[src/rtl/smbus_arbiter.sv]
// Round-robin arbiter sharing one SMBus master byte stream between NREQ requesters.
// A grant lasts from open rise to open fall, then waits out the master's stop and an idle guard.
module smbus_arbiter #(
  parameter int NREQ         = 2,
  parameter int GUARD_CYCLES = 16
) (
  input  logic              ap_clk,
  input  logic              ap_rst,
  input  logic              quiesce,
  input  logic [8*NREQ-1:0] req_smb_tdata,
  input  logic [NREQ-1:0]   req_smb_tvalid,
  output logic [NREQ-1:0]   req_smb_tready,
  input  logic [NREQ-1:0]   req_smb_open,
  output logic [7:0]        rsp_smb_tdata,
  output logic [NREQ-1:0]   rsp_smb_tvalid,
  output logic [7:0]        m_smb_tdata,
  output logic              m_smb_tvalid,
  input  logic              m_smb_tready,
  output logic              m_smb_open,
  input  logic [7:0]        s_smb_tdata,
  input  logic              s_smb_tvalid,
  output logic [NREQ-1:0]   grant,
  output logic              busy
);

  localparam int unsigned N  = NREQ;
  localparam int unsigned LW = (NREQ > 1) ? $clog2(NREQ) : 1;

  typedef enum logic [1:0] {S_IDLE, S_GRANT, S_RELEASE, S_GUARD} state_t;

  state_t          r_state, w_state_nxt;
  logic [NREQ-1:0] r_grant, w_grant_nxt;
  logic [LW-1:0]   r_last,  w_last_nxt;
  logic [7:0]      r_guard, w_guard_nxt;
  logic            r_rel,   w_rel_nxt;
  logic [7:0]      r_rsp_data;
  logic [NREQ-1:0] r_rsp_valid;
  logic            w_found;
  logic [LW-1:0]   w_cand, w_pick;
  logic            w_granted;

  always_ff @(posedge ap_clk) begin
    if (ap_rst || quiesce) begin
      r_state     <= S_IDLE;
      r_grant     <= '0;
      r_last      <= LW'(N - 1);
      r_guard     <= '0;
      r_rel       <= 1'b0;
      r_rsp_valid <= '0;
    end else begin
      r_state     <= w_state_nxt;
      r_grant     <= w_grant_nxt;
      r_last      <= w_last_nxt;
      r_guard     <= w_guard_nxt;
      r_rel       <= w_rel_nxt;
      // Read bytes follow the owner through RELEASE/GUARD; nothing is routed while idle.
      r_rsp_valid <= (r_state != S_IDLE && s_smb_tvalid) ? r_grant : '0;
    end
  end

  always_ff @(posedge ap_clk) begin
    r_rsp_data <= s_smb_tdata;
  end

  // Round-robin pick: first open requester after the previous owner, wrapping.
  always_comb begin
    w_found = 1'b0;
    w_pick  = r_last;
    w_cand  = r_last;
    for (int unsigned i = 1; i <= N; i++) begin
      w_cand = LW'((32'(r_last) + i) % N);
      if (!w_found && req_smb_open[w_cand]) begin
        w_found = 1'b1;
        w_pick  = w_cand;
      end
    end
  end

  always_comb begin
    w_state_nxt = r_state;
    w_grant_nxt = r_grant;
    w_last_nxt  = r_last;
    w_guard_nxt = r_guard;
    w_rel_nxt   = r_rel;

    w_granted      = (r_state == S_GRANT);
    m_smb_open     = w_granted & req_smb_open[r_last];
    m_smb_tvalid   = w_granted & req_smb_tvalid[r_last];
    m_smb_tdata    = req_smb_tdata[{r_last, 3'b000} +: 8];
    req_smb_tready = '0;
    if (w_granted) req_smb_tready[r_last] = m_smb_tready;

    case (r_state)
      S_IDLE: begin
        if (w_found) begin
          w_state_nxt         = S_GRANT;
          w_grant_nxt         = '0;
          w_grant_nxt[w_pick] = 1'b1;
          w_last_nxt          = w_pick;
        end
      end
      S_GRANT: begin
        if (!req_smb_open[r_last]) begin
          w_state_nxt = S_RELEASE;
          w_guard_nxt = '0;
          w_rel_nxt   = 1'b0;
        end
      end
      S_RELEASE: begin
        // First RELEASE cycle never exits: gives the master time to drop tready for its stop.
        if (r_rel && m_smb_tready) begin
          w_state_nxt = S_GUARD;
          w_guard_nxt = '0;
        end else begin
          w_rel_nxt = 1'b1;
        end
      end
      S_GUARD: begin
        if (!m_smb_tready) begin
          w_guard_nxt = '0;
        end else if (r_guard == 8'(GUARD_CYCLES - 1)) begin
          w_state_nxt = S_IDLE;
          w_grant_nxt = '0;
          w_guard_nxt = '0;
        end else begin
          w_guard_nxt = r_guard + 8'd1;
        end
      end
      default: w_state_nxt = S_IDLE;
    endcase
  end

  assign grant          = r_grant;
  assign busy           = (r_state != S_IDLE);
  assign rsp_smb_tdata  = r_rsp_data;
  assign rsp_smb_tvalid = r_rsp_valid;

  grant_onehot0: assert property (@(posedge ap_clk) $onehot0(r_grant));

endmodule

[config.mk]
export PLATFORM = sky130hd
export DESIGN_NAME = smbus_arbiter
export DESIGN_NICKNAME = d
export VERILOG_FILES = /design/src/rtl/smbus_arbiter.sv
export SDC_FILE = /design/constraint.sdc
export NUM_CORES = 1
export LEC_CHECK = 0
export ABC_AREA = 0
export CELL_PAD_IN_SITES_DETAIL_PLACEMENT = 1
export CELL_PAD_IN_SITES_GLOBAL_PLACEMENT = 1
export CORE_UTILIZATION = 28
export DETAILED_ROUTE_END_ITERATION = 12
export MAX_ROUTING_LAYER = met4
export PLACE_DENSITY_LB_ADDON = 0.1
export SLEW_MARGIN = 10
export SYNTH_ARGS = -nofsm -noshare
export SYNTH_HDL_FRONTEND = slang
export SYNTH_SLANG_ARGS = --single-unit
[constraint.sdc]
create_clock -name ap_clk -period 2.1 [get_ports ap_clk]
set_input_delay 0.21 -clock ap_clk [delete_from_list [all_inputs] [get_ports ap_clk]]
set_output_delay 0.21 -clock ap_clk [all_outputs]
set_load 0.02 [all_outputs]
# Word level (Yosys, flattened, before mapping)
# Index checks and enable logic that the tools add are counted.
# totals
register_bits	24
elab_cells	82
out_inout_bits	25
# classes
n_lt_le_gt_ge	6
add_sub_neg	3
bitwise_logic	4
reduce_logical	18
shifts	1
mux	33
n_eq_ne	10
# op_table
cell	n
two-way mux 8 bit	4
one-hot mux 8 bit (3 select lines)	1
two-way mux 1 bit	16
variable part select 16 x 5 -> 8 bit	1
two-way mux 2 bit	7
inequality test 2 bit, second input constant	6
adder 8 x 1 -> 8 bit, second input constant	1
== test 8 x 4 -> 1 bit, second input constant	1
less-than comparator 1 x 2 -> 1 bit, second input constant	4
one-hot mux 2 bit (4 select lines)	1
AND reduction 3 bit	2
nonzero test 2 bit	3
logical AND 1 bit	5
AND reduction 5 bit	1
== test 2 bit, second input constant	2
one-hot mux 2 bit (2 select lines)	1
AND reduction 4 bit	1
nonzero test 3 bit	1
adder 1 bit, second input constant	2
bitwise AND 1 bit	2
bitwise AND 2 bit	1
demux 1 bit (select 1 bit)	2
== test 2 x 1 -> 1 bit, second input constant	1
>= comparator 1 bit, second input constant	2
7 further kinds	7

# Depth between registers and ports, before layout
# logic_depth
word_depth	13
mapped_depth	7
mapped_depth_nobuf	6

# Least setup slack after synthesis
# Ideal clock, no wire load.
# synth_timing
path_kind	register to register
startpoint	register r_state[0]
endpoint	register r_guard[7]
setup_ns	0.069
path_slack_ns	0.169
arrival_ns	1.863
synth_period_minus_slack_ns	1.931
path_stages_with_launch	8
n_path_buf	1
path_cell_list	dfxtp_1 inv_1 ha_1 a21boi_0 a211o_1 buf_6 or4_4 a21oi_2
# synth_via
elab_chain_len	3
# synth_lines
element	line	text
start, declared	31	state_t r_state, w_state_nxt;
start signal, assigned	51	r_state <= w_state_nxt;
== test 2 bit or == test 2 x 1 -> 1 bit (tied branches)	93	case (r_state)
inequality test 2 bit (no source line) or nonzero test 3 bit (tied branches)	-	
AND reduction 3 bit (no source line)	-	
end signal, assigned	54	r_guard <= w_guard_nxt;
end, declared	34	logic [7:0] r_guard, w_guard_nxt;
# Several ways; a longest one is shown, not always the timed one.
# A chain may end at the register's enable or synchronous reset.

# Final worst setup path
# layout_timing
startpoint	register r_state[1]
endpoint	output req_smb_tready[1]
# layout_via
elab_chain_len	2
# layout_lines
element	line	text
== test 2 x 1 -> 1 bit	86	w_granted = (r_state == S_GRANT);
two-way mux 2 bit	91	if (w_granted) req_smb_tready[r_last] = m_smb_tready;
end, declared	12	output logic [NREQ-1:0] req_smb_tready,
# Every way passes these cells.

==> metrics <==
status finished, final reports clean; Synth area leader dfxtp_1; pre-CTS WS approximately 0.10 ns; CTS tree yes; Overflow after GRT 0; critical path data arrival time about 1.8 ns; sw frac 24.1%; worst vdd ir 0.000247 V; area of the core just over 4000 µm²; Setup crit end kind primary output; Die Span X 67.1 µm; Reg2Reg Setup Slack around 0.18 ns; GP Congestion about 0.92; worst skew pair latency 0.27 ns; number of CTS-inserted buffers 3; combinational power share 23.7%; Clock Skew around 0.0044 ns; Crit Path Category reg -> out; initial detailed-routing violation count 56; Synth Area in Compound Gates roughly 15%; Via density between 5 and 6; CP Launch Point r_state[1]; P_int around 900 µW; share of post-route cells with drive strength above 1 about 15%; WL final between 3 and 4 mm; synthesized instance count 121; share of the synthesized area in the top cell type just over 40%; DRT Pass-1 Iters 4; Post-route DRC 0; # H-tree levels 1; post-synth cell types 43; Switch Pwr roughly 280 µW; Post-Synth Simple-Gate Area 20.4%; first-pass GRT wire length ~5.7 mm; adder-cell share of the synthesized area under 10%; Clock Tree Buf Depth 2; num rows 23; Crit path max-delay family buffers and inverters; Hold Path Stages 1; max-cap viol count 0; xor/xnor share of the synthesized area 2.95%; LEAKAGE between 0.0007 and 0.0008 µW; pin count of the biggest net entering global routing 16; setup_tns 0 ns; Least-Margin Pin Slew between 0.4 and 0.5 ns; crit-path max FO 9; Layout Area Growth over Synthesis 65.2%; Synth Register Bits 24; hpwl dp just under 3 mm; Syn Std Cell Area about 1200 µm²; Worst Path Buf+Inv 2; max-slew headroom at the worst pin approximately two thirds; Final Max Tran Viols 0; largest family of logic cells by synthesized area simple AND/OR/NAND/NOR gates; number of buffers added on ports 57; I/O pins 58; Mean Syn Cell Area ~9.8 µm²; Final Net Count 228; clk slew on worst S/H paths 0.09 ns; antenna-violating nets left 0; Critical-path top delay cell clkdlybuf4s50_1; Clock power frac 35.1%; hold path endpoint rsp_smb_tdata[1]; Vias ~1200; Final Hold Vio Count 0; initial antenna violation count 0; final period utilization between 90% and 100%; Sequential Power Share roughly 40%; antenna diode count 0; post-synthesis sequential area ratio roughly two fifths; Yosys warnings 0; reg-to-reg endpoint r_guard[7]; Setup Viol. Count Final 0; power density over cell area slightly below 600 nW/µm²; Util after Layout roughly half; CTS sink cnt 24; root buffer cell clkbuf_8; top cells by area, synth dfxtp_1 41%, mux2_2 7.6%, ha_1 5.3%; Avg WL per Cell ~15 µm; Critical Path RT about 1.9 ns; post-synthesis mux area share between 10% and 20%; Total GRT Usage ~17%; post-layout minimum cycle time just under 2 ns; FF-to-FF Start r_state[0]; final worst slack 0.125 ns; RSZ-0062 raised after global routing false; Startpoint Class register; Die Ht around 67 µm; Hold Startpoint s_smb_tdata[1]; Placed Cells around 240; slowest cell delay on critical path ~0.61 ns; Fillers between 400 and 500; final std cells w/o fill ~240; Peak Freq ~500 MHz; vias in the first global route around 1200; HP Class in -> reg; Reg2Reg Depth 6; die area ~4500 µm²; Synth Net Count between 150 and 200; Power Total between 1000 and 1500 µW; CP cell instances inv_1 > ha_2 > and3_1 > clkdlybuf4s50_1; Initial Util 29.4%
how the worst max path moves through the flow:
stage	to	slack, ns	depth (start not counted)
floorplan	r_guard[7]	0.17	7
global placement	r_guard[7]	0.14	5
detailed placement	r_guard[7]	0.1	5
CTS	m_smb_open	0.02	5
global route	req_smb_tready[1]	0.002	4
finish	req_smb_tready[1]	0.13	4
state kept, by name, indices dropped and copies added (netlist names):
register and cells:
grant 2, r_state 2, r_rel 1, rsp_smb_tdata 8, r_guard 8, r_last 1, rsp_smb_tvalid 2
synthesized netlist by cell type:
master	number
nand3b_1	1
nor2_1	9
mux2i_1	3
o211a_1	1
a2111oi_0	2
nand4_1	1
a21oi_2	1
o211ai_1	1
xnor2_1	3
xor2_1	1
buf_6	2
and4b_1	1
a211oi_1	2
nand3_1	1
a21oi_1	3
a32oi_1	2
nor2b_1	1
a21boi_0	1
mux2_2	8
nor4_1	1
and4_1	3
o221ai_1	1
o21ai_1	1
o31ai_1	2
and3_1	2
nand2b_1	1
and2_1	1
o21ai_0	1
inv_1	6
ha_1	5
or4_1	2
nor3b_1	3
a32o_1	2
or4_4	1
clkbuf_1	3
o21bai_1	1
a211o_1	1
mux2_4	1
nand2_1	9
nand4b_1	2
dfxtp_1	24
nor3_1	3
a31oi_1	1
power groups by stage:
| stage | sequential (µW) | combinational, µW | clock, µW |
|---|---|---|---|
| detailed placement | 489 | 273 | 0 |
| floorplan | 500 | 109 | 0 |
| finish | 478 | 276 | 408 |
| CTS | 478 | 275 | 427 |
| global route | 480 | 294 | 449 |
| global placement | 488 | 267 | 0 |
cells by family (layout without fill, tap and decap cells):
group           after synthesis  after routing
compound gates               23             23
fa+ha+maj                     5              5
simple gates                 42             42
flops                        24             24
mux                          12             12
xor+xnor                      4              4
buf+inv                      11             79
area by class of cell:
cell class / count / area, µm² / share of cell area, %
clock buffers: 3 / 41.3 / 2.11
clock inverters: 1 / 30.0 / 1.53
inverters: 6 / 22.5 / 1.15
multi-input cells: 86 / 657 / 33.5
flip-flops and latches: 24 / 480 / 24.5
well taps: 50 / 62.6 / 3.19
repair buffers: 69 / 666 / 34.0
repair_timing:
item                                    in CTS  in global routing
gates resized for setup                      0                  6
endpoints found under the setup margin       0                  7
setup buffers                                0                  0
hold buffers                                 0                  0
placed cells by master (no fill, tap or decap), types with 2 or more instances in the layout:
master	instances
mux2_2	8
a211oi_1	2
buf_4	12
or4_1	2
ha_2	2
dlymetal6s2s_1	2
nand4b_1	2
nor3_1	3
nor2_1	9
a32o_1	2
ha_1	3
clkbuf_8	3
o31ai_1	2
and4_1	3
inv_1	6
a21oi_1	3
a32oi_1	2
nor3b_1	3
and3_1	2
nand2_1	9
mux2i_1	3
clkdlybuf4s50_1	55
dfxtp_1	24
a2111oi_1	2
xnor2_1	3
layer usage:
layer  track usage (%)  vias up  routed length [µm]
met5                 -        -                   0
met4              5.85        0                  52
met3              2.91        6                 194
li1                  -      582                   -
met1              19.4      596                1500
met2              31.0       31                1910
per-stage QoR:
step | cell area (µm²) | hold slack, ns
2_1_floorplan | 1190 | 0.238
3_3_place_gp | 1880 | 0.479
4_1_cts | 1950 | 0.367
6_report | 1960 | 0.378
5_1_grt | 1960 | 0.379
3_5_place_dp | 1880 | 0.498
(Power assumes the default switching activity.)
